$ cat src/rtl/ppc_types.sv
// Shared types for the divide reservation station: decode bundle, entry state and entry record.
package ppc_types;

  // Stored tags are held at this fixed width so the entry record can live in a package.
  localparam int RS_TAG_MAX_W = 8;

  typedef enum logic [1:0] {
    DIV_OP_DIV,
    DIV_OP_DIVU,
    DIV_OP_REM,
    DIV_OP_REMU
  } div_op_t;

  typedef struct packed {
    div_op_t op;
    logic    set_ov;
    logic    set_cr0;
  } div_decode_t;

  // FREE must encode as zero so a cleared entry record is a free entry.
  typedef enum logic [1:0] {
    FREE   = 2'd0,
    WAIT   = 2'd1,
    READY  = 2'd2,
    ISSUED = 2'd3
  } rs_entry_state_t;

  typedef struct packed {
    rs_entry_state_t         state;
    logic [31:0]             op1;
    logic [31:0]             op2;
    logic                    op1_valid;
    logic                    op2_valid;
    logic [RS_TAG_MAX_W-1:0] op1_tag;
    logic [RS_TAG_MAX_W-1:0] op2_tag;
    logic [4:0]              reg_addr;
    div_decode_t             control;
  } rs_entry_t;

endpackage

$ cat src/rtl/rs_prio_enc.sv
// Lowest-index priority encoder: reports whether any request bit is set and the index of the lowest one.
module rs_prio_enc #(
  parameter int N     = 4,
  parameter int IDX_W = 2
) (
  input  logic [N-1:0]     req,
  output logic             found,
  output logic [IDX_W-1:0] idx
);

  // Scan from the top down so the lowest set bit is the last one written.
  always_comb begin
    found = 1'b0;
    idx   = '0;
    for (int i = N - 1; i >= 0; i--) begin
      if (req[i]) begin
        found = 1'b1;
        idx   = IDX_W'(i);
      end
    end
  end

endmodule

$ cat src/rtl/div_rs.sv
// Divide reservation station: holds dispatched divides until both operands arrive, then issues in index order.
// Optional macro DIV_RS_BYPASS_EN lets a ready dispatch load the issue register directly into an idle station.
module div_rs
  import ppc_types::*;
#(
  parameter int RS_ID_WIDTH = 5,
  parameter int RS_ENTRIES  = 4,
  parameter int RS_ID_BASE  = 0
) (
  input  logic                   clk,
  input  logic                   rst,
  input  logic                   dispatch_valid,
  output logic                   dispatch_ready,
  input  logic                   op1_valid_in,
  input  logic [31:0]            op1_in,
  input  logic [RS_ID_WIDTH-1:0] op1_tag_in,
  input  logic                   op2_valid_in,
  input  logic [31:0]            op2_in,
  input  logic [RS_ID_WIDTH-1:0] op2_tag_in,
  input  logic [4:0]             result_reg_addr_in,
  input  div_decode_t            control_in,
  output logic [RS_ID_WIDTH-1:0] dispatch_rs_id,
  input  logic                   cdb_valid,
  input  logic [RS_ID_WIDTH-1:0] cdb_rs_id,
  input  logic [31:0]            cdb_result,
  output logic                   issue_valid,
  input  logic                   issue_ready,
  output logic [RS_ID_WIDTH-1:0] issue_rs_id,
  output logic [4:0]             issue_result_reg_addr,
  output logic [31:0]            issue_op1,
  output logic [31:0]            issue_op2,
  output div_decode_t            issue_control
);

  // Both handshakes transfer on a rising edge where valid and ready are high together; the
  // issue side holds every issue_* output stable while valid is high and ready is low.

  localparam int IDX_W = (RS_ENTRIES > 1) ? $clog2(RS_ENTRIES) : 1;
  localparam logic [RS_ID_WIDTH-1:0] ID_BASE = RS_ID_WIDTH'(RS_ID_BASE);

  function automatic logic [RS_ID_WIDTH-1:0] tag_of(input int k);
    return ID_BASE + RS_ID_WIDTH'(k);
  endfunction

  rs_entry_t ents [RS_ENTRIES];

  logic [RS_ENTRIES-1:0] free_vec;
  logic [RS_ENTRIES-1:0] ready_vec;
  logic [RS_ENTRIES-1:0] cap1;
  logic [RS_ENTRIES-1:0] cap2;
  logic [RS_ENTRIES-1:0] done;

  logic                    alloc_found;
  logic [IDX_W-1:0]        alloc_idx;
  logic                    sel_found;
  logic [IDX_W-1:0]        sel_idx;
  logic [RS_TAG_MAX_W-1:0] cdb_tag;

  logic        dispatch_fire;
  logic        fwd1_hit;
  logic        fwd2_hit;
  logic        d_op1_valid;
  logic        d_op2_valid;
  logic [31:0] d_op1;
  logic [31:0] d_op2;
  logic        d_ready;
  logic        issue_load;
  logic        bypass;

  assign cdb_tag = RS_TAG_MAX_W'(cdb_rs_id);

  always_comb begin
    free_vec  = '0;
    ready_vec = '0;
    cap1      = '0;
    cap2      = '0;
    done      = '0;
    for (int k = 0; k < RS_ENTRIES; k++) begin
      free_vec[k]  = (ents[k].state == FREE);
      ready_vec[k] = (ents[k].state == READY);
      cap1[k]      = (ents[k].state == WAIT) && !ents[k].op1_valid && cdb_valid &&
                     (ents[k].op1_tag == cdb_tag);
      cap2[k]      = (ents[k].state == WAIT) && !ents[k].op2_valid && cdb_valid &&
                     (ents[k].op2_tag == cdb_tag);
      done[k]      = (ents[k].state == ISSUED) && cdb_valid && (cdb_rs_id == tag_of(k));
    end
  end

  rs_prio_enc #(
    .N     (RS_ENTRIES),
    .IDX_W (IDX_W)
  ) u_alloc_enc (
    .req   (free_vec),
    .found (alloc_found),
    .idx   (alloc_idx)
  );

  rs_prio_enc #(
    .N     (RS_ENTRIES),
    .IDX_W (IDX_W)
  ) u_issue_enc (
    .req   (ready_vec),
    .found (sel_found),
    .idx   (sel_idx)
  );

  // Readiness comes from registered state only, so an entry freed this cycle is not offered yet.
  assign dispatch_ready = alloc_found;
  assign dispatch_rs_id = ID_BASE + RS_ID_WIDTH'(alloc_idx);
  assign dispatch_fire  = dispatch_valid && alloc_found;

  assign fwd1_hit    = !op1_valid_in && cdb_valid && (cdb_rs_id == op1_tag_in);
  assign fwd2_hit    = !op2_valid_in && cdb_valid && (cdb_rs_id == op2_tag_in);
  assign d_op1_valid = op1_valid_in || fwd1_hit;
  assign d_op2_valid = op2_valid_in || fwd2_hit;
  assign d_op1       = fwd1_hit ? cdb_result : op1_in;
  assign d_op2       = fwd2_hit ? cdb_result : op2_in;
  assign d_ready     = d_op1_valid && d_op2_valid;

  assign issue_load = !issue_valid || issue_ready;

`ifdef DIV_RS_BYPASS_EN
  // Only when nothing older is READY, so bypassing never overtakes a waiting entry.
  assign bypass = dispatch_fire && d_ready && issue_load && !sel_found;
`else
  assign bypass = 1'b0;
`endif

  always_ff @(posedge clk) begin
    if (rst) begin
      for (int k = 0; k < RS_ENTRIES; k++) begin
        ents[k] <= '0;
      end
    end else begin
      for (int k = 0; k < RS_ENTRIES; k++) begin
        case (ents[k].state)
          WAIT: begin
            if (cap1[k]) begin
              ents[k].op1       <= cdb_result;
              ents[k].op1_valid <= 1'b1;
            end
            if (cap2[k]) begin
              ents[k].op2       <= cdb_result;
              ents[k].op2_valid <= 1'b1;
            end
            if ((ents[k].op1_valid || cap1[k]) && (ents[k].op2_valid || cap2[k])) begin
              ents[k].state <= READY;
            end
          end
          ISSUED: begin
            if (done[k]) begin
              ents[k].state <= FREE;
            end
          end
          default: ;
        endcase
      end

      if (issue_load && sel_found) begin
        ents[sel_idx].state <= ISSUED;
      end

      if (dispatch_fire) begin
        ents[alloc_idx] <= '{
          state:     bypass ? ISSUED : (d_ready ? READY : WAIT),
          op1:       d_op1,
          op2:       d_op2,
          op1_valid: d_op1_valid,
          op2_valid: d_op2_valid,
          op1_tag:   RS_TAG_MAX_W'(op1_tag_in),
          op2_tag:   RS_TAG_MAX_W'(op2_tag_in),
          reg_addr:  result_reg_addr_in,
          control:   control_in
        };
      end
    end
  end

  always_ff @(posedge clk) begin
    if (rst) begin
      issue_valid           <= 1'b0;
      issue_rs_id           <= '0;
      issue_result_reg_addr <= '0;
      issue_op1             <= '0;
      issue_op2             <= '0;
      issue_control         <= '0;
    end else if (bypass) begin
      issue_valid           <= 1'b1;
      issue_rs_id           <= dispatch_rs_id;
      issue_result_reg_addr <= result_reg_addr_in;
      issue_op1             <= d_op1;
      issue_op2             <= d_op2;
      issue_control         <= control_in;
    end else if (issue_load) begin
      issue_valid <= sel_found;
      if (sel_found) begin
        issue_rs_id           <= ID_BASE + RS_ID_WIDTH'(sel_idx);
        issue_result_reg_addr <= ents[sel_idx].reg_addr;
        issue_op1             <= ents[sel_idx].op1;
        issue_op2             <= ents[sel_idx].op2;
        issue_control         <= ents[sel_idx].control;
      end
    end
  end

endmodule

$ cat config.mk
export PLATFORM = sky130hd
export DESIGN_NAME = div_rs
export DESIGN_NICKNAME = d
export VERILOG_FILES = /design/src/rtl/ppc_types.sv /design/src/rtl/rs_prio_enc.sv /design/src/rtl/div_rs.sv
export SDC_FILE = /design/constraint.sdc
export NUM_CORES = 1
export LEC_CHECK = 0
export BUFFER_PORTS_ARGS = -buffer_cell sky130_fd_sc_hd__buf_4
export CAP_MARGIN = 20
export CORE_MARGIN = 2
export CORE_UTILIZATION = 60
export DETAILED_ROUTE_END_ITERATION = 8
export PLACE_DENSITY = 0.81
export SYNTH_ARGS = -nofsm -noshare
export SYNTH_HDL_FRONTEND = slang
export SYNTH_SLANG_ARGS = --single-unit
$ cat constraint.sdc
create_clock -name clk -period 10.55 [get_ports clk]
set_input_delay 1.055 -clock clk [delete_from_list [all_inputs] [get_ports clk]]
set_output_delay 1.055 -clock clk [all_outputs]
set_load 0.05 [all_outputs]
==> summary.txt <==
Worst-Margin Slew = 1.18 ns
chip height = 182 µm
CP arrival = 3.90 ns
core box area = 0.0313 mm²
Worst-Skew Late Latency = 0.54 ns
fraction of layout cells with a size suffix above 1 = 20.4%
Final Max Tran Viols = 0
final instance area = 0.0219 mm²
DRC = 0
vias in the first global route = 14100
first-pass GRT wire length = 81.6 mm
overall power = 4.27 mW
TritonCTS buffer count = 43
initial antenna violation count = 1
worst hold path type = flip-flop to flip-flop
Final period util = 33.2%
number of H-tree levels = 2
wire per inst = 27.3 µm
largest net degree at the start of global routing = 97
Nets = 1684
DR pass1 iterations = 8
post-route clock skew = 0.0151 ns
Reg area = 0.0119 mm²
via count = 14100
Avg Inst Size Synth = 13.1 µm²
Syn Inst Count = 1440
Port Buf Inserts = 205
RSZ-0062 raised after global routing = no
Max FO, Critical Path = 38
slew margin rel. = 21.4%
Fill cells = 2087
GPL Wtd Cong = 0.922
Final setup viols = 0
CP Capture Type = flip-flop
share of flip-flops with an asynchronous set or reset = 0%
Overflow after GRT = 0
CP Class = primary input to flip-flop
Die X = 182 µm
GR Util All Layers = 32.6%
status = finished clean
yosys synthesis warning count = 0
root buf cell = clkbuf_16
Post-synth EDFFs = 342
WL final = 54.5 mm
vias per cell = 7.05
CTS Hold Bufs = 0
largest area contributor in the netlist = edfxtp_1
Fmax achieved = 286 MHz
dpl ws = 6.27 ns
FP Rows = 65
Layout area overhead = 15.6%
slowest cell on the critical path = o2bb2ai_4
Sink Count = 424
top post-synthesis cells by count = edfxtp_1 (342), a22o_1 (258), nor2_1 (102)
Setup TNS Final = 0 ns
HPWL Detailed = 31.8 mm
io pins = 212
TritonCTS clock tree = yes
Worst path max stage delay = 0.88 ns
final hold slack = 0.494 ns
Yosys cell types = 59
Placed Area = 0.0204 mm²
count leader, synth = edfxtp_1
worst-path cell chain = buf_4 -> nand2b_1 -> nor3_2 -> nor2_1 -> inv_2 -> o2bb2ai_4 -> a22o_1
pwr dens = 195 mW/mm²
synthesized area = 0.0189 mm²
Synth top area share = 54.3%
register area share after synthesis = 63.0%
Die ar. = 0.0330 mm²
drt first-iter violations = 2144
cts repair resizes = 0
maxcap violations = 0
Hold Vio Cnt, Final = 0
Clock Path Buffers = 3
Clock transition at path regs = 0.06 ns
slack of the critical path = 7.05 ns
synth top area cells = edfxtp_1 (54%), a22o_1 (12%), dfxtp_1 (8.7%)
CP Launch Type = primary input
Leak = 8.11 nW
area occupied by multi-input gates = 0.00631 mm²
crit path time final = 3.50 ns
post-CTS setup buffer count = 0
maximum vdd drop = 0.000116 V
Initial Util = 60.4%
Synth Register Bits = 424
Data required, critical path = 10.95 ns
Final ANT Viol Nets = 0
Most used DFF post-synth = edfxtp_1
-- final cells by class --
| type | count | area share, % |
|---|---|---|
| Inverter | 6 | 0.103 |
| Multi-Input combinational cell | 853 | 28.9 |
| Tap cell | 402 | 2.30 |
| Clock inverter | 17 | 0.738 |
| Timing Repair Buffer | 229 | 8.12 |
| Clock buffer | 61 | 5.37 |
| Sequential cell | 424 | 54.5 |
| Antenna cell | 1 | 0.0114 |
-- routing by layer --
| layer | wire length, µm | GRT usage (%) | vias up | share of wire, % |
|---|---|---|---|---|
| li1 | - | - | 5959 | - |
| met1 | 19500 | 43.1 | 6843 | 36 |
| met2 | 25700 | 51.7 | 1087 | 47 |
| met3 | 7090 | 7.36 | 168 | 13 |
| met4 | 2200 | 15.2 | 0 | 4.0 |
| met5 | 0 | 0 | - | 0 |
-- registers in the layout, summed over array words and instances, names as in the netlist --
register	count
issue_op2	32
issue_rs_id	2
issue_op1	32
issue_valid	1
issue_result_reg_addr	5
issue_control	4
ents	348
-- stage by stage --
stage,utilization (%),cells
final,69.8,1993
after global routing,69.8,1993
after CTS,69.5,1988
after detailed placement,65.3,1910
after global placement,65.3,1910
after floorplan,-,1445
-- logic make-up after synthesis --
logic type / Yosys count / share of synthesized area [%]
buffers and inverters: 168 / 4.53
DFF: 424 / 63.0
xor gates and xnor gates: 50 / 2.32
and+or+nand+nor: 340 / 8.77
other: 1 / 0.0198
AOI/OAI and AO/OA: 457 / 21.4
-- path summary, 6_finish.rpt --
path	endpoint	cells after the start	slack, ns	from
setup reg to reg	ents[3][83]	5	7.17	ents[2][86]
setup / recovery	ents[0][61]	7	7.05	rst
hold reg to reg	issue_op2[29]	2	0.49	issue_op2[29]
hold / removal	issue_op2[29]	2	0.49	issue_op2[29]
-- worst max-delay path: cells and delay by family --
family          cells  cell delay (ns)
compound gates      2             1.14
buf+inv             2             0.78
simple gates        3             0.88
-- cells in the final DEF, fill, tap and decap left out, types with 5 or more instances in the layout --
master and n:
clkinv_2 8, xor2_1 17, nor2_2 7, clkinv_1 5
or3_1 6, buf_4 225, o22ai_1 6, nand3b_1 5
a21oi_1 5, a22o_1 258, a222oi_1 73, nand4_1 6
a311oi_1 73, nor2_1 92, o21ai_0 15, clkbuf_1 15
edfxtp_1 342, clkbuf_16 43, nand3_1 13, conb_1 6
dfxtp_1 82, nand2_2 7, nand2_1 92, and2_1 77
xnor2_1 33, nand2b_1 8
-- report_power, final --
part / total (mW) / switching (mW) / internal (mW)
clock: 1.47 / 0.619 / 0.848
combinational: 0.763 / 0.539 / 0.224
sequential: 2.04 / 0.0751 / 1.96
total: 4.27 / 1.23 / 3.04
Power figures use the tool's default switching activity.
